`src/rtl/conv_window_read_addr_gen_pkg.sv`:
```
// Shared types and helpers for the convolution window read address generator.
package conv_addr_pkg;

   typedef enum logic [1:0] {IDLE, RUN, DONE} rag_state_t;

   // Width of a counter that must hold 0..n-1; never narrower than one bit.
   function automatic int clog2_min1(input int n);
      return (n <= 2) ? 1 : $clog2(n);
   endfunction

endpackage

```
`src/rtl/conv_window_read_addr_gen_if.sv`:
```
// Read-request bus between the window address generator and the conv datapath.
// With ZERO_PAD_EN defined the bus also carries pad_tap.
interface conv_window_read_addr_gen_if #(
   parameter int ADDR_SIZE = 4
);
   logic                 start;
   logic                 rd_ready;
   logic                 rd_en;
   logic [ADDR_SIZE-1:0] rd_addr;
   logic                 first_tap;
   logic                 last_tap;
   logic                 busy;
   logic                 frame_done;
`ifdef ZERO_PAD_EN
   logic                 pad_tap;

   modport master (input  start, rd_ready,
                   output rd_en, rd_addr, first_tap, last_tap, busy, frame_done, pad_tap);
   modport slave  (output start, rd_ready,
                   input  rd_en, rd_addr, first_tap, last_tap, busy, frame_done, pad_tap);
`else
   modport master (input  start, rd_ready,
                   output rd_en, rd_addr, first_tap, last_tap, busy, frame_done);
   modport slave  (output start, rd_ready,
                   input  rd_en, rd_addr, first_tap, last_tap, busy, frame_done);
`endif
endinterface

```
`src/rtl/conv_window_read_addr_gen_window_tap_counter.sv`:
```
// Nested k_r/k_c tap counter for one KERNEL_SIZE x KERNEL_SIZE window, row-major.
// Exposes next-cycle values so a parent can register outputs derived from them.
module window_tap_counter
   import conv_addr_pkg::*;
#(
   parameter  int KERNEL_SIZE = 3,
   localparam int KW          = clog2_min1(KERNEL_SIZE)
)(
   input  logic          clk,
   input  logic          rst,
   input  logic          i_advance,
   output logic [KW-1:0] o_k_r_nxt,
   output logic [KW-1:0] o_k_c_nxt,
   output logic          o_first_nxt,
   output logic          o_last_nxt,
   output logic          o_wrap
);
   localparam logic [KW-1:0] K_MAX = KW'(KERNEL_SIZE - 1);

   logic [KW-1:0] r_k_r;
   logic [KW-1:0] r_k_c;
   logic          w_c_end;
   logic          w_r_end;

   assign w_c_end = (r_k_c == K_MAX);
   assign w_r_end = (r_k_r == K_MAX);

   // Next tap: k_c steps, wrapping into k_r; both wrap to 0 after the last tap.
   always_comb begin
      // NOTE: defaults first so every path assigns every output -- no latch.
      o_k_r_nxt = r_k_r;
      o_k_c_nxt = r_k_c;
      if (i_advance) begin
         if (w_c_end) begin
            o_k_c_nxt = '0;
            o_k_r_nxt = w_r_end ? '0 : r_k_r + 1'b1;
         end else begin
            o_k_c_nxt = r_k_c + 1'b1;
         end
      end
   end

   // Tap counter registers.
   always_ff @(posedge clk) begin
      // NOTE: non-blocking so every register samples pre-edge values.
      if (rst) begin
         r_k_r <= '0;
         r_k_c <= '0;
      end else begin
         r_k_r <= o_k_r_nxt;
         r_k_c <= o_k_c_nxt;
      end
   end

   assign o_first_nxt = (o_k_r_nxt == '0) && (o_k_c_nxt == '0);
   assign o_last_nxt  = (o_k_r_nxt == K_MAX) && (o_k_c_nxt == K_MAX);
   assign o_wrap      = i_advance && w_c_end && w_r_end;

endmodule

```
`src/rtl/conv_window_read_addr_gen.sv`:
```
// Sweeps every kernel window over a stored frame and issues one read address per tap.
// Optional feature: ZERO_PAD_EN enables "same" zero padding and the pad_tap output.
module conv_window_read_addr_gen
   import conv_addr_pkg::*;
#(
   parameter int IMG_ROWS    = 4,
   parameter int IMG_COLS    = 4,
   parameter int KERNEL_SIZE = 3,
   parameter int STRIDE      = 1,
   parameter int ADDR_SIZE   = 4
)(
   input logic                          clk,
   input logic                          rst,
   conv_window_read_addr_gen_if.master  rd_bus
);
`ifdef ZERO_PAD_EN
   localparam int PAD = (KERNEL_SIZE - 1) / 2;
`else
   localparam int PAD = 0;
`endif
   localparam int OUT_ROWS = (IMG_ROWS + 2 * PAD - KERNEL_SIZE) / STRIDE + 1;
   localparam int OUT_COLS = (IMG_COLS + 2 * PAD - KERNEL_SIZE) / STRIDE + 1;
   localparam int RW       = clog2_min1(OUT_ROWS);
   localparam int CW       = clog2_min1(OUT_COLS);
   localparam int KW       = clog2_min1(KERNEL_SIZE);
   localparam int AW2      = ADDR_SIZE + 2;
   localparam logic [RW-1:0] WR_MAX = RW'(OUT_ROWS - 1);
   localparam logic [CW-1:0] WC_MAX = CW'(OUT_COLS - 1);

   if (KERNEL_SIZE > IMG_ROWS || KERNEL_SIZE > IMG_COLS) begin : g_bad_kernel
      $error("KERNEL_SIZE must not exceed IMG_ROWS or IMG_COLS");
   end
   if (STRIDE < 1) begin : g_bad_stride
      $error("STRIDE must be at least 1");
   end

   rag_state_t           r_state, w_state_nxt;
   logic [RW-1:0]        r_win_r, w_win_r_nxt;
   logic [CW-1:0]        r_win_c, w_win_c_nxt;
   logic [KW-1:0]        w_k_r_nxt, w_k_c_nxt;
   logic                 w_first_nxt, w_last_nxt, w_wrap;
   logic                 w_adv, w_final, w_run_nxt, w_in_img_nxt;
   logic [AW2-1:0]       w_row_nxt, w_col_nxt;
   logic [ADDR_SIZE-1:0] w_addr_nxt;
   logic                 r_rd_en, r_first_tap, r_last_tap, r_busy, r_frame_done;
   logic [ADDR_SIZE-1:0] r_rd_addr;

   // A tap moves on when the consumer takes it, or at once when it is a pad tap.
   assign w_adv   = (r_state == RUN) && (rd_bus.rd_ready || !r_rd_en);
   assign w_final = w_wrap && (r_win_r == WR_MAX) && (r_win_c == WC_MAX);

   window_tap_counter #(.KERNEL_SIZE(KERNEL_SIZE)) u_tap_cnt (
      .clk         (clk),
      .rst         (rst),
      .i_advance   (w_adv),
      .o_k_r_nxt   (w_k_r_nxt),
      .o_k_c_nxt   (w_k_c_nxt),
      .o_first_nxt (w_first_nxt),
      .o_last_nxt  (w_last_nxt),
      .o_wrap      (w_wrap)
   );

   // Window origin steps when a window's last tap moves on; wraps to 0 after the frame.
   always_comb begin
      w_win_r_nxt = r_win_r;
      w_win_c_nxt = r_win_c;
      if (w_wrap) begin
         if (r_win_c == WC_MAX) begin
            w_win_c_nxt = '0;
            w_win_r_nxt = (r_win_r == WR_MAX) ? '0 : r_win_r + 1'b1;
         end else begin
            w_win_c_nxt = r_win_c + 1'b1;
         end
      end
   end

   // Sweep control: IDLE -> RUN on start, RUN -> DONE on final tap, DONE -> IDLE.
   always_comb begin
      w_state_nxt = r_state;
      case (r_state)
         IDLE:    if (rd_bus.start) w_state_nxt = RUN;
         RUN:     if (w_final)      w_state_nxt = DONE;
         DONE:                      w_state_nxt = IDLE;
         default:                   w_state_nxt = IDLE;
      endcase
   end

   // Tap coordinates of the next cycle; negative values wrap to large unsigned ones,
   // so a single unsigned bound check also rejects taps above/left of the image.
   assign w_row_nxt  = AW2'(w_win_r_nxt) * AW2'(STRIDE) + AW2'(w_k_r_nxt) - AW2'(PAD);
   assign w_col_nxt  = AW2'(w_win_c_nxt) * AW2'(STRIDE) + AW2'(w_k_c_nxt) - AW2'(PAD);
   assign w_addr_nxt = ADDR_SIZE'(w_row_nxt * AW2'(IMG_COLS) + w_col_nxt);
   assign w_run_nxt  = (w_state_nxt == RUN);
`ifdef ZERO_PAD_EN
   assign w_in_img_nxt = (w_row_nxt < AW2'(IMG_ROWS)) && (w_col_nxt < AW2'(IMG_COLS));
`else
   assign w_in_img_nxt = 1'b1;
`endif

   // State and window origin registers.
   always_ff @(posedge clk) begin
      if (rst) begin
         r_state <= IDLE;
         r_win_r <= '0;
         r_win_c <= '0;
      end else begin
         r_state <= w_state_nxt;
         r_win_r <= w_win_r_nxt;
         r_win_c <= w_win_c_nxt;
      end
   end

   // Output registers, loaded from next-cycle values so they line up with the counters.
   always_ff @(posedge clk) begin
      if (rst) begin
         r_rd_en      <= 1'b0;
         r_rd_addr    <= '0;
         r_first_tap  <= 1'b0;
         r_last_tap   <= 1'b0;
         r_busy       <= 1'b0;
         r_frame_done <= 1'b0;
      end else begin
         r_rd_en      <= w_run_nxt && w_in_img_nxt;
         r_first_tap  <= w_run_nxt && w_first_nxt;
         r_last_tap   <= w_run_nxt && w_last_nxt;
         r_busy       <= w_run_nxt;
         r_frame_done <= (w_state_nxt == DONE);
         if (w_run_nxt && w_in_img_nxt) r_rd_addr <= w_addr_nxt;
      end
   end

`ifdef ZERO_PAD_EN
   logic r_pad_tap;

   // Pad flag marks out-of-image taps, which are never offered to the buffer.
   always_ff @(posedge clk) begin
      if (rst) r_pad_tap <= 1'b0;
      else     r_pad_tap <= w_run_nxt && !w_in_img_nxt;
   end

   assign rd_bus.pad_tap = r_pad_tap;
`endif

   assign rd_bus.rd_en      = r_rd_en;
   assign rd_bus.rd_addr    = r_rd_addr;
   assign rd_bus.first_tap  = r_first_tap;
   assign rd_bus.last_tap   = r_last_tap;
   assign rd_bus.busy       = r_busy;
   assign rd_bus.frame_done = r_frame_done;

endmodule
```
`src/flat_wrapper.sv`:
```
// flat-port wrapper written by rule: the top's interface ports become plain ports
module conv_window_read_addr_gen_flat import conv_addr_pkg::*;
#(
   parameter int IMG_ROWS    = 4,
   parameter int IMG_COLS    = 4,
   parameter int KERNEL_SIZE = 3,
   parameter int STRIDE      = 1,
   parameter int ADDR_SIZE   = 4
)
  (clk, rst, rd_bus_start, rd_bus_rd_ready, rd_bus_rd_en, rd_bus_rd_addr, rd_bus_first_tap, rd_bus_last_tap, rd_bus_busy, rd_bus_frame_done);
  conv_window_read_addr_gen_if #(.ADDR_SIZE(ADDR_SIZE)) rd_bus_i ();
  input logic clk;
  input logic rst;
  input wire logic [$bits(rd_bus_i.start)-1:0] rd_bus_start;
  input wire logic [$bits(rd_bus_i.rd_ready)-1:0] rd_bus_rd_ready;
  output wire logic [$bits(rd_bus_i.rd_en)-1:0] rd_bus_rd_en;
  output wire logic [$bits(rd_bus_i.rd_addr)-1:0] rd_bus_rd_addr;
  output wire logic [$bits(rd_bus_i.first_tap)-1:0] rd_bus_first_tap;
  output wire logic [$bits(rd_bus_i.last_tap)-1:0] rd_bus_last_tap;
  output wire logic [$bits(rd_bus_i.busy)-1:0] rd_bus_busy;
  output wire logic [$bits(rd_bus_i.frame_done)-1:0] rd_bus_frame_done;
  assign rd_bus_i.start = rd_bus_start;
  assign rd_bus_i.rd_ready = rd_bus_rd_ready;
  assign rd_bus_rd_en = rd_bus_i.rd_en;
  assign rd_bus_rd_addr = rd_bus_i.rd_addr;
  assign rd_bus_first_tap = rd_bus_i.first_tap;
  assign rd_bus_last_tap = rd_bus_i.last_tap;
  assign rd_bus_busy = rd_bus_i.busy;
  assign rd_bus_frame_done = rd_bus_i.frame_done;
  conv_window_read_addr_gen #(.IMG_ROWS(IMG_ROWS), .IMG_COLS(IMG_COLS), .KERNEL_SIZE(KERNEL_SIZE), .STRIDE(STRIDE), .ADDR_SIZE(ADDR_SIZE)) u_core (.clk(clk), .rst(rst), .rd_bus(rd_bus_i));
endmodule
```
`config.mk`:
```
export PLATFORM = sky130hd
export DESIGN_NAME = conv_window_read_addr_gen_flat
export DESIGN_NICKNAME = d
export VERILOG_FILES = /design/src/rtl/conv_window_read_addr_gen_pkg.sv /design/src/rtl/conv_window_read_addr_gen_if.sv /design/src/rtl/conv_window_read_addr_gen_window_tap_counter.sv /design/src/rtl/conv_window_read_addr_gen.sv /design/src/flat_wrapper.sv
export SDC_FILE = /design/constraint.sdc
export NUM_CORES = 1
export LEC_CHECK = 0
export BUFFER_PORTS_ARGS = -buffer_cell sky130_fd_sc_hd__buf_4
export CORE_MARGIN = 1.5
export CORE_UTILIZATION = 47
export DETAILED_ROUTE_END_ITERATION = 7
export GPL_ROUTABILITY_DRIVEN = 0
export PLACE_DENSITY = 0.71
export SLEW_MARGIN = 20
export SYNTH_ARGS = -nofsm -noshare
export SYNTH_HDL_FRONTEND = slang
export SYNTH_SLANG_ARGS = --single-unit
```
`constraint.sdc`:
```
create_clock -name clk -period 2.6 [get_ports clk]
set_input_delay 0.52 -clock clk [delete_from_list [all_inputs] [get_ports clk]]
set_output_delay 0.52 -clock clk [all_outputs]
set_load 0.02 [all_outputs]
```
; After elaboration in Yosys (flattened, before gate mapping)
; Index checks and enable logic that the tools add are counted.
[classes]
addsub = 7
n_mul = 0
n_div = 0
order_cmp = 0
eq_ne = 7
shift = 0
mux = 13
bitwise_logic = 0
reduce_logical = 14
[op_table]
columns = op, n
row1 = $mux 2, 7
row2 = $eq 2x2->1 const B, 5
row3 = $logic_and 1x1->1, 9
row4 = $logic_not 2->1, 3
row5 = $mux 1, 5
row6 = $add 2x1->2 const B, 2
row7 = $add 4x4->4, 1
row8 = $eq 2x1->1 const B, 2
row9 = $pmux 2 s2, 1
row10 = $add 1x2->3, 1
row11 = $add 1x1->1 const B, 2
row12 = $add 1x2->2, 1
row13 = $logic_not 1->1, 1
row14 = $logic_or 1x1->1, 1
[word_totals]
regBits = 16
latch_bits = 0
ramBits = 0
romBits = 0
in_bits = 4
output_inout_bits = 9
wordCells = 51
n_memories = 0

; Depth between registers and ports, before layout
; Gate-level depths: netlist of run 1.
[logic_depth]
depth_word = 11
ltp_mapped = 9
mapped_depth_nobuf = 9

; Modules after synthesis
; From an unflattened synthesis of run 1, not the netlist that was laid out.
[hier_totals]
hier_cells = 78
area_unflattened_um2 = 758.2
[by_module_without_submodules]
columns = mod, n_inst, cells_each, area_each_um2, seq_area_each_um2
row1 = conv_window_read_addr_gen, 1, 50, 521.8, 240.2
row2 = window_tap_counter, 1, 28, 236.5, 80.1

; Worst setup path after synthesis of run 1
; Ideal clock, no wire load.
[synth_path]
kind = input port to flip-flop
startpoint = in rd_bus_rd_ready
endpoint = reg u_core.r_rd_addr[3], in the netlist u_core.rd_bus.rd_addr[3]
setup_time_ns = 0.091
t_arrival_ns = 2.525
required_ns = 2.509
setup_slack_ns = -0.016
path_stages = 8
n_path_buf = 0
path_cell_list = and2b_4 > or3_4 > mux2_4 > ha_1 > ha_1 > xnor2_1 > or3_1 > a311oi_1
[synth_via]
elab_cells_between_ends = 16
classes_between = add/sub: 3 / eq/ne: 1 / mux: 6 / reduce/logical: 6
[synth_rtl]
columns = element, line
row1 = from (decl), flat_wrapper.sv:15  ; input wire logic [$bits(rd_bus_i.rd_ready)-1:0] rd_bus_rd_ready;
row2 = $logic_or 1x1->1, conv_window_read_addr_gen.sv:49  ; assign w_adv = (r_state == RUN) && (rd_bus.rd_ready || !r_rd_en);
row3 = $logic_and 1x1->1, conv_window_read_addr_gen.sv:49
row4 = $mux 2, conv_window_read_addr_gen_window_tap_counter.sv:33  ; if (i_advance) begin
row5 = named net u_core.u_tap_cnt.o_k_r_nxt[0], conv_window_read_addr_gen_window_tap_counter.sv:12  ; output logic [KW-1:0] o_k_r_nxt,
row6 = $add 1x2->2, conv_window_read_addr_gen.sv:90  ; assign w_row_nxt = AW2'(w_win_r_nxt) * AW2'(STRIDE) + AW2'(w_k_r_nxt) - AW2'(PAD);
row7 = $add 4x4->4, conv_window_read_addr_gen.sv:92  ; assign w_addr_nxt = ADDR_SIZE'(w_row_nxt * AW2'(IMG_COLS) + w_col_nxt);
row8 = to (signal assigned), conv_window_read_addr_gen.sv:128  ; if (w_run_nxt && w_in_img_nxt) r_rd_addr <= w_addr_nxt;
row9 = to (decl), conv_window_read_addr_gen.sv:46  ; logic [ADDR_SIZE-1:0] r_rd_addr;
; The timed path passes the listed nets, and every way through them passes these cells.
; A chain may end at the register's enable or synchronous reset.

; Final worst setup path of run 1
[layout_path]
startpoint = reg u_core.u_tap_cnt.r_k_c[0]
endpoint = reg u_core.r_rd_addr[3], in the netlist u_core.rd_bus.rd_addr[3]
[layout_via]
elab_cells_between_ends = 18
classes_between = add/sub: 4 / eq/ne: 2 / mux: 8 / reduce/logical: 4
[layout_rtl]
columns = element, line
row1 = from (decl), conv_window_read_addr_gen_window_tap_counter.sv:21  ; logic [KW-1:0] r_k_c;
row2 = from (signal assigned), conv_window_read_addr_gen_window_tap_counter.sv:51  ; r_k_c <= o_k_c_nxt;
row3 = $eq 2x2->1, conv_window_read_addr_gen_window_tap_counter.sv:25  ; assign w_c_end = (r_k_c == K_MAX);
row4 = $mux 2, conv_window_read_addr_gen_window_tap_counter.sv:34  ; if (w_c_end) begin
row5 = $mux 2, conv_window_read_addr_gen_window_tap_counter.sv:33
row6 = named net u_core.u_tap_cnt.o_k_r_nxt[0], conv_window_read_addr_gen_window_tap_counter.sv:12
row7 = $add 1x2->2, conv_window_read_addr_gen.sv:90
row8 = $add 4x4->4, conv_window_read_addr_gen.sv:92
; The timed path passes the listed nets, and every way through them passes these cells.

==> results by group, run 1 <==
Pwr
  – Pwr/cell area: 516 nW/um2
  – Clock network power share: 33.4%
  – Switching share of total power: 24.5%
  – Cell leakage power: 0.411 nW
  – Flop pwr share: 53.4%
  – Max VDD drop: 346 uV
  – Combinational Power Share: 13.2%
  – Net switching power figure: 0.000119 W
  – Cell-internal power: 0.000368 W

Worst setup path
  – Worst Setup End Kind: flip-flop
  – Worst-path fanout max: 5
  – WS Path Type: reg2reg
  – CP top delay family: simple AND/OR/NAND/NOR gates
  – Worst EP required: 2800 ps
  – Most used cell, CP: ha_1
  – Slowest stage delay, CP: 360 ps
  – Buf/Inv on CP: 0
  – Worst path slowest cell: or3_4
  – CP Cell Sequence: nand2b_1, or3_4, mux2_4, ha_1, ha_1, xnor2_1, or3_1, a311oi_2
  – Worst endpoint data arrival time: 2690 ps
  – Startpoint Class: flip-flop

STA
  – Fmax: 0.402 GHz
  – Post-route minimum period: 2490 ps
  – RSZ-0062 raised after global routing: no
  – Worst slew pin tran: 407 ps
  – Max Slew Vio Count: 0
  – Clk_skew: 1.23 ps
  – Final setup vio count: 0
  – Relative slew slack: 72.6%
  – Final hold viol count: 0
  – Minimum hold slack: 487 ps
  – Tcrit/Tclk final: 95.7%

Yosys
  – Area leader, netlist: dfxtp_1
  – Post-synthesis sequential area ratio: 40.7%
  – Synth cell types: 33
  – Synth top area cells: dfxtp_1 41%, ha_1 6.4%, nor2b_1 4.0%
  – Synth Register Bits: 16
  – Syn_nets: 89
  – Post-Syn Area: 787 um2
  – Warnings from Yosys: 0
  – Avg Inst Size Synth: 9.72 um2
  – Synth top area share: 40.7%
  – Mapped Cells: 81

Route
  – Remaining antenna violation count: 0
  – DR vias/cell: 5.62
  – DRT iter0 DRCs: 14
  – Post-route DRC: 0
  – Initial DRT Pass Iterations: 4
  – WL/cell: 13.1 um
  – DRT Wirelength: 1480 um
  – Vias: 635

Clock tree
  – Later-pin clock latency in the skew report: 280 ps
  – # clock sinks: 16
  – CTS Buf Count: 3
  – CTS clk-pin slew, worst paths: 90 ps
  – # Post-CTS Setup Buffers: 0
  – Root Buffer: clkbuf_4
  – Hold_buf cts: 0
  – H-tree lvl count: 1
  – TritonCTS clock tree: yes
  – Resized Gates After CTS: 0
  – CTS max path bufs: 2

Floorplan
  – Core Area: 1540 um2
  – Row count: 14
  – Initial core utilization: 51.1%
  – I/O pin count: 13
  – Chip width: 43.9 um
  – Die height: 43.9 um
  – Die area: 1930 um2

Global route
  – Antenna violations before repair: 0
  – First-pass GRT wire length: 2620 um
  – Vias in the first global route: 600
  – GR Overflow Total: 0
  – Total Routing Usage GR: 19.0%
  – Largest net degree at the start of global routing: 14

Placement
  – Buffers on Ports: 12
  – Placed wire-length estimate: 1070 um
  – Placed Instances: 109

Min path
  – Worst Hold Class: reg2reg

Finish
  – Nets: 106
  – Area grow syn2layout: 20.0%
  – Share of cells above drive strength 1: 30.9%
  – ANT cells: 0
  – Non-Filler Instances: 113

Flow run
  – MaxCap Viol Count: 0

Status
  – Outcome: complete, no violations
-- path summary, 6_finish.rpt --
check | startpoint | cells after the start | slack, ps | endpoint
worst max register to register | u_core.u_tap_cnt.r_k_c[0] | 8 | 110 | u_core.rd_bus.rd_addr[3]
worst min register to register | u_core.rd_bus.rd_addr[2] | 2 | 490 | u_core.rd_bus.rd_addr[2]
worst min-delay path | u_core.rd_bus.rd_addr[2] | 2 | 490 | u_core.rd_bus.rd_addr[2]
worst max-delay path | u_core.u_tap_cnt.r_k_c[0] | 8 | 110 | u_core.rd_bus.rd_addr[3]
-- per-stage QoR --
| stage | total power (W) | worst slack [ps] | utilization, % | setup TNS (ps) | instance area [um2] |
|---|---|---|---|---|---|
| floorplan | 0.000308 | 32.0 | - | 0 | 787 |
| global placement | 0.000328 | -86.8 | 58.4 | -86.8 | 901 |
| detailed placement | 0.000329 | -96.8 | 58.4 | -96.8 | 901 |
| CTS | 0.000490 | 110 | 60.8 | 0 | 937 |
| global route | 0.000513 | 30.3 | 61.3 | 0 | 945 |
| finish | 0.000488 | 112 | 61.3 | 0 | 945 |
-- power groups by stage --
| stage | registers (W) | logic (W) | clock network (W) |
|---|---|---|---|
| finish | 0.000260 | 0.0000645 | 0.000163 |
| global route | 0.000262 | 0.0000710 | 0.000180 |
| CTS | 0.000260 | 0.0000640 | 0.000166 |
| detailed placement | 0.000266 | 0.0000637 | 0 |
| global placement | 0.000265 | 0.0000632 | 0 |
| floorplan | 0.000272 | 0.0000362 | 0 |
-- cells in the final DEF (no fill, tap or decap), drive strengths merged, types with 2 or more instances in the layout --
cell type / count
dfxtp: 16
buf: 14
nor2: 6
o21ai: 5
a21oi: 5
nor2b: 5
nand3: 4
ha: 4
nand2b: 4
clkbuf: 4
xnor2: 3
or3: 3
nor4: 3
nor3: 3
nand4: 2
a21o: 2
inv: 2
and2b: 2
-- cell families (layout without fill, tap and decap cells) --
| logic type | count (synthesis) | after routing | synth area share [%] |
|---|---|---|---|
| mux | 2 | 2 | 3.18 |
| flops | 16 | 16 | 40.7 |
| fa+ha+maj | 4 | 4 | 6.36 |
| xor+xnor | 3 | 3 | 3.34 |
| buf+inv | 4 | 20 | 2.38 |
| compound gates | 14 | 14 | 10.5 |
| simple gates | 38 | 38 | 33.5 |
-- tightest hold or removal path: stages (launching register included) --
cell,delay (ps)
dfxtp_1,320
o21ai_0,70
a21oi_1,60
-- cell type report --
cell class / instances / area, um2
multi-input cells: 61 / 454
repair buffers: 14 / 105
well taps: 16 / 20.0
flip-flops and latches: 16 / 322
fillers: 142 / 597
inverters: 2 / 7.51
clock buffers: 4 / 36.3
-- cell usage after synthesis, drive strengths merged --
master,number
a21o,2
a21oi,5
a311oi,1
and2,1
and2b,2
and4,1
and4bb,1
buf,1
clkbuf,1
dfxtp,16
ha,4
inv,2
mux2,1
mux2i,1
nand2,1
nand2b,4
nand3,4
nand4,2
nor2,6
nor2b,5
nor3,3
nor4,3
nor4b,1
o21ai,5
o31a,1
or2,1
or3,3
xnor2,3
-- flip-flops by register name, indices dropped and copies added, names as in the netlist --
| name | flops |
|---|---|
| u_core.rd_bus.rd_addr | 4 |
| u_core.r_state | 2 |
| u_core.u_tap_cnt.r_k_c | 2 |
| u_core.u_tap_cnt.r_k_r | 2 |
| u_core.r_win_c | 1 |
| u_core.r_win_r | 1 |
| u_core.rd_bus.first_tap | 1 |
| u_core.rd_bus.frame_done | 1 |
| u_core.rd_bus.last_tap | 1 |
| u_core.rd_bus.rd_en | 1 |
-- routing by layer --
metal | vias to the layer above | global-route usage, % | part of all wire [%]
met5 | - | 0 | 0
met4 | 0 | 12.7 | 1.6
met3 | 2 | 5.00 | 4.6
met2 | 15 | 29.1 | 46
met1 | 292 | 23.1 | 48
li1 | 326 | - | -
No activity file was read; power rests on OpenSTA's default activity.
==> inputs of run 2 (changes only) <==
Settings changed: MAX_ROUTING_LAYER from default to met4.
==> results by group, run 2 (synthesized netlist as in run 1, its figures left out) <==
Status
  – Outcome: complete, no violations

Finish
  – Final Util: 61.3% (unchanged)
  – Area grow syn2layout: 20.0% (unchanged)
  – Most frequent cells in the layout: 15 x dfxtp_1, 14 x buf_4, 6 x nor2_1
  – Flip-flop count of the largest register after layout: 4 (unchanged)
  – Share of cells above drive strength 1: 30.9% (unchanged)
  – ANT cells: 0 (unchanged)
  – Commonest non-fill, non-tap cell in the layout: dfxtp_1
  – Nets: 106 (unchanged)

Worst setup path
  – R2r endpoint: u_core.rd_bus.rd_addr[3]
  – Worst reg2reg startpoint: u_core.u_tap_cnt.r_k_c[0]
  – Worst-path fanout max: 5 (unchanged)
  – Crit path to: u_core.rd_bus.rd_addr[3]
  – CP Cell Sequence: nand2b_1, or3_4, mux2_4, ha_1, ha_1, xnor2_1, or3_1, a311oi_2
  – Crit. Startpoint: u_core.u_tap_cnt.r_k_c[0]
  – Worst Setup End Kind: flip-flop
  – Startpoint Class: flip-flop
  – Worst endpoint data arrival time: 2690 ps (about the same)
  – Most used cell, CP: ha_1
  – Worst Reg2Reg Path Length in Cells: 8 (unchanged)
  – Worst path slowest cell: or3_4
  – Slowest stage delay, CP: 360 ps (about the same)
  – Worst EP required: 2800 ps (about the same)
  – R2r setup slk: 110 ps (about the same)
  – WS Path Type: reg2reg

Clock tree
  – H-tree lvl count: 1 (unchanged)
  – CTS Buf Count: 3 (unchanged)
  – Hold_buf cts: 0 (unchanged)
  – Resized Gates After CTS: 0 (unchanged)
  – CTS clk-pin slew, worst paths: 90 ps (about the same)
  – # clock sinks: 16 (unchanged)
  – Later-pin clock latency in the skew report: 280 ps (about the same)
  – CTS max path bufs: 2 (unchanged)
  – Root Buffer: clkbuf_4
  – TritonCTS clock tree: yes
  – # Post-CTS Setup Buffers: 0 (unchanged)

Route
  – Post-route DRC: 0 (unchanged)
  – Initial DRT Pass Iterations: 4 (unchanged)
  – Remaining antenna violation count: 0 (unchanged)
  – WL/cell: 13.1 um (+0.14%)
  – DRT Wirelength: 1480 um (+0.14%)
  – DRT iter0 DRCs: 14 (unchanged)
  – DR vias/cell: 5.67 (+0.94%)
  – Vias: 641 (+0.94%)

Placement
  – Pre-CTS setup slack: -96.8 ps (unchanged)
  – Placed wire-length estimate: 1070 um (unchanged)
  – Buffers on Ports: 12 (unchanged)

STA
  – Final hold viol count: 0 (unchanged)
  – Fmax: 0.402 GHz (about the same)
  – Worst slew pin tran: 407 ps (+0.00155 ps)
  – Tcrit/Tclk final: 95.8% (about the same)
  – RSZ-0062 raised after global routing: no
  – Max Slew Vio Count: 0 (unchanged)
  – Final setup vio count: 0 (unchanged)
  – Post-route minimum period: 2490 ps (+2.44 ps)
  – Relative slew slack: 72.6% (about the same)
  – Clk_skew: 1.81 ps (+0.576 ps)
  – Final worst setup slack: 110 ps (-2.44 ps)

Global route
  – GR Overflow Total: 0 (unchanged)
  – First-pass GRT wire length: 2620 um (unchanged)
  – Antenna violations before repair: 0 (unchanged)
  – Grt peak-use layer: met2
  – Vias in the first global route: 599 (-0.17%)
  – Met3 usage in global routing: 5.00% (unchanged)
  – Met1 Usage GRT: 23.1% (unchanged)
  – Total Routing Usage GR: 19.6% (+0.59 points)
  – Largest net degree at the start of global routing: 14 (unchanged)
  – Met2 Use GR: 29.1% (unchanged)

Pwr
  – Overall Power: 0.000489 W (+0.32%)
  – Max VDD drop: 349 uV (+0.79%)
  – Pwr/cell area: 518 nW/um2 (+0.32%)
  – Cell leakage power: 0.411 nW (unchanged)

Floorplan
  – Die height: 43.9 um (unchanged)
  – Row count: 14 (unchanged)
  – I/O pin count: 13 (unchanged)
  – Core Area: 1540 um2 (unchanged)
  – Initial core utilization: 51.1% (unchanged)
  – Die area: 1930 um2 (unchanged)
  – Chip width: 43.9 um (unchanged)

Flow run
  – MaxCap Viol Count: 0 (unchanged)

Min path
  – Worst Hold Class: reg2reg
  – Worst hold start: u_core.rd_bus.rd_addr[2]
==> run 2: final cells by class <==
cell class	instances	area [um2]
fillers	142	597
multi-input cells	61	454
flip-flops and latches	16	322
repair buffers	14	105
clock buffers	4	36.3
well taps	16	20.0
inverters	2	7.51
==> run 2: power breakdown <==
part	switching, W	total, W	internal [W]
clock network	0.0000791	0.000164	0.0000852
registers	0.00000640	0.000260	0.000254
logic	0.0000354	0.0000646	0.0000292
total	0.000121	0.000489	0.000368
==> run 2: how the worst min path moves through the flow <==
stage / end / slack (ps) / cells after the start
2_1_floorplan: u_core.rd_bus.last_tap / 500 / 2
3_3_place_gp: u_core.rd_bus.rd_addr[1] / 470 / 2
3_5_place_dp: u_core.rd_bus.rd_addr[1] / 470 / 2
4_1_cts: u_core.rd_bus.rd_addr[1] / 490 / 2
5_1_grt: u_core.rd_bus.rd_addr[3] / 500 / 2
6_report: u_core.rd_bus.rd_addr[2] / 490 / 2
==> run 2: metrics by stage <==
step | std cells | hold WS, ps | instance area (um2) | TNS (ps)
final | 113 | 487 | 945 | 0
after floorplan | 81 | 499 | 787 | 0
after global placement | 109 | 466 | 901 | -86.8
after CTS | 113 | 491 | 937 | 0
after detailed placement | 109 | 472 | 901 | -96.8
after global routing | 113 | 500 | 945 | 0
==> run 2: critical path, delay by kind of cell (launching register included) <==
| kind | cells | cell delay (ps) |
|---|---|---|
| multiplexers | 1 | 330 |
| adder cells (fa/ha/maj) | 2 | 500 |
| AND/OR/NAND/NOR | 3 | 890 |
| flip-flops | 1 | 350 |
| AO/OA/AOI/OAI | 1 | 200 |
| XOR/XNOR | 1 | 130 |
==> run 2: layer usage <==
metal / vias up / wire, um / part of all wire, %
met1: 291 / 715 / 48
met2: 19 / 660 / 45
met3: 4 / 63 / 4.3
met5: - / 0 / 0
li1: 327 / - / -
met4: 0 / 40 / 2.7
==> inputs of run 3 (changes only) <==
Settings changed: CORE_ASPECT_RATIO from default to 1.2, MAX_ROUTING_LAYER met4 to default.
Clock period 2.6 ns to 2.2 ns, I/O delays scaled along.
==> results by group, run 3 (synthesized netlist as in run 1, its figures left out) <==
Pwr
  – Max VDD drop: 408 uV (+17%)
  – Combinational Power Share: 17.7% (+4.5 points)
  – Clock network power share: 27.1% (-6.5 points)
  – Net switching power figure: 0.000141 W (+17%)
  – Pwr/cell area: 521 nW/um2 (+0.58%)
  – Switching share of total power: 25.5% (+0.78 points)
  – Cell-internal power: 0.000413 W (+12%)
  – Flop pwr share: 55.2% (+2.0 points)
  – Cell leakage power: 0.472 nW (+15%)

STA
  – Tcrit/Tclk final: 103% (+7.3 points)
  – Minimum hold slack: 431 ps (-56.3 ps)
  – RSZ-0062 raised after global routing: yes
  – Worst slew pin tran: 422 ps (+14.6 ps)
  – Clk_skew: 1.47 ps (-0.340 ps)
  – Relative slew slack: 71.5% (-1.1 points)
  – Post-route minimum period: 2270 ps (-223 ps)
  – Final setup vio count: 1 (+1)
  – Final hold viol count: 0 (unchanged)
  – Final worst setup slack: -67.3 ps (-177 ps)
  – Fmax: 0.441 GHz (+9.8%)
  – Max Slew Vio Count: 0 (unchanged)

Worst setup path
  – Most used cell, CP: ha_4
  – Worst Setup End Kind: flip-flop
  – Worst path slowest cell: or3_4
  – Worst EP required: 2400 ps (-400 ps)
  – Worst-path fanout max: 2 (-3)
  – R2r setup slk: -70 ps (-180 ps)
  – WS Path Type: reg2reg
  – R2r endpoint: u_core.rd_bus.rd_addr[3]
  – CP Cell Sequence: and2b_4, or3_4, mux2_4, ha_4, ha_4, xnor2_1, or3_1, a311oi_1
  – Startpoint Class: flip-flop
  – Worst Reg2Reg Path Length in Cells: 8 (unchanged)
  – Worst reg2reg startpoint: u_core.rd_bus.rd_en
  – Slowest stage delay, CP: 390 ps (+30 ps)
  – Worst endpoint data arrival time: 2470 ps (-220 ps)

Finish
  – Commonest non-fill, non-tap cell in the layout: buf_4
  – Multi-input gate area: 480 um2 (+5.8%)
  – Flip-flop count of the largest register after layout: 4 (unchanged)
  – ANT cells: 0 (unchanged)
  – FF+latch area: 322 um2 (unchanged)
  – Final Util: 66.5% (+5.2 points)
  – Area grow syn2layout: 35.3%
  – Nets: 120 (+13%)
  – Fillcell total: 137 (-3.5%)
  – Most frequent cells in the layout: 28 x buf_4, 15 x dfxtp_1, 6 x nor2_1
  – Share of cells above drive strength 1: 40.9% (+10 points)

Placement
  – Placed wire-length estimate: 1330 um (+24%)
  – Buffers on Ports: 12 (unchanged)

Clock tree
  – Later-pin clock latency in the skew report: 280 ps (about the same)
  – # Post-CTS Setup Buffers: 0 (unchanged)
  – # clock sinks: 16 (unchanged)
  – TritonCTS clock tree: yes
  – Root Buffer: clkbuf_4
  – CTS Buf Count: 3 (unchanged)
  – CTS clk-pin slew, worst paths: 90 ps (about the same)
  – H-tree lvl count: 1 (unchanged)
  – Hold_buf cts: 0 (unchanged)
  – CTS max path bufs: 2 (unchanged)

Status
  – Outcome: complete, but fails checks
  – Failing checks: setup timing

Global route
  – First-pass GRT wire length: 2790 um (+6.6%)
  – GR Overflow Total: 0 (unchanged)
  – Antenna violations before repair: 0 (unchanged)
  – Vias in the first global route: 675 (+13%)
  – Total Routing Usage GR: 21.7% (+2.1 points)
  – Largest net degree at the start of global routing: 14 (unchanged)

Floorplan
  – Core Area: 1600 um2 (+3.9%)
  – Row count: 16 (+2)
  – Chip width: 40.4 um (-8.1%)
  – Die area: 1930 um2 (about the same)
  – I/O pin count: 13 (unchanged)
  – Initial core utilization: 49.1% (-1.9 points)
  – Die height: 47.8 um (+8.9%)

Route
  – DR vias/cell: 5.36 (-5.5%)
  – WL/cell: 13.2 um (+1.0%)
  – Remaining antenna violation count: 0 (unchanged)
  – DRT Wirelength: 1690 um (+14%)
  – Post-route DRC: 0 (unchanged)
  – DRT iter0 DRCs: 1 (-13)
  – Initial DRT Pass Iterations: 3 (-1)
  – Vias: 686 (+7.0%)

Min path
  – Hold Path Depth: 2 (unchanged)
  – Hold Path End: u_core.rd_bus.rd_addr[0]
  – Worst hold start: rst
  – Worst Hold Class: in2reg

Flow run
  – MaxCap Viol Count: 0 (unchanged)
-- run 3: cell types whose count changed in the layout (fill, tap and decap cells not counted) --
cell and change:
a311oi_2 -1, clkbuf_8 -1, a311oi_1 +1, nand2b_1 -1, buf_4 +14, ha_1 -2, nand2b_4 +1, ha_4 +2
-- run 3: worst max-delay path by stage --
stage | start | end
floorplan | rd_bus_rd_ready | u_core.rd_bus.rd_addr[3]
global placement | rd_bus_rd_ready | u_core.rd_bus.rd_addr[3]
detailed placement | rd_bus_rd_ready | u_core.rd_bus.rd_addr[3]
CTS | u_core.rd_bus.rd_en | u_core.rd_bus.rd_addr[3]
global route | u_core.rd_bus.rd_en | u_core.rd_bus.rd_addr[3]
finish | u_core.rd_bus.rd_en | u_core.rd_bus.rd_addr[3]
-- run 3: cell type report --
type | instances | area share [%]
sequential | 16 | 30.2
tap | 18 | 2.12
inverter | 2 | 0.705
multi-input combinational | 61 | 45.1
timing repair buffer | 28 | 19.7
clock buffer | 3 | 2.12
-- run 3: repair_timing --
| action | CTS | global route |
|---|---|---|
| gates resized for setup | 1 | 1 |
| setup endpoints to repair | 1 | 1 |
| cloned | 0 | 0 |
-- run 3: worst max-delay path: cells and delay by family (launching register included) --
kind | cells | cell delay [ps]
compound gates | 1 | 190
flops | 1 | 330
mux | 1 | 320
xor+xnor | 1 | 120
fa+ha+maj | 2 | 370
simple gates | 3 | 860
-- run 3: metrics by stage --
stage,area (um2),total power [W],instances,worst slack (ps),setup TNS [ps]
final,1060,0.000555,128,-67.3,-67.3
after CTS,1060,0.000560,128,-71.4,-71.4
after global routing,1060,0.000578,128,-134,-134
after floorplan,812,0.000365,81,-192,-192
after global placement,1030,0.000407,125,-275,-275
after detailed placement,1030,0.000409,125,-319,-319
-- run 3: power by group through the flow --
stage,registers [W],clock network (W),logic [W]
4_1_cts,0.000306,0.000156,0.0000986
5_1_grt,0.000308,0.000164,0.000107
6_report,0.000306,0.000150,0.0000980
2_1_floorplan,0.000321,0,0.0000436
3_5_place_dp,0.000312,0,0.0000972
3_3_place_gp,0.000312,0,0.0000949
-- run 3: routing by layer --
layer  GRT usage [%]  up-vias  routed length [um]
met1            24.9      316                 731
met5               0        -                   0
met3            2.79        2                  40
met4            6.00        0                  17
li1                -      355                   -
met2            40.6       13                 905
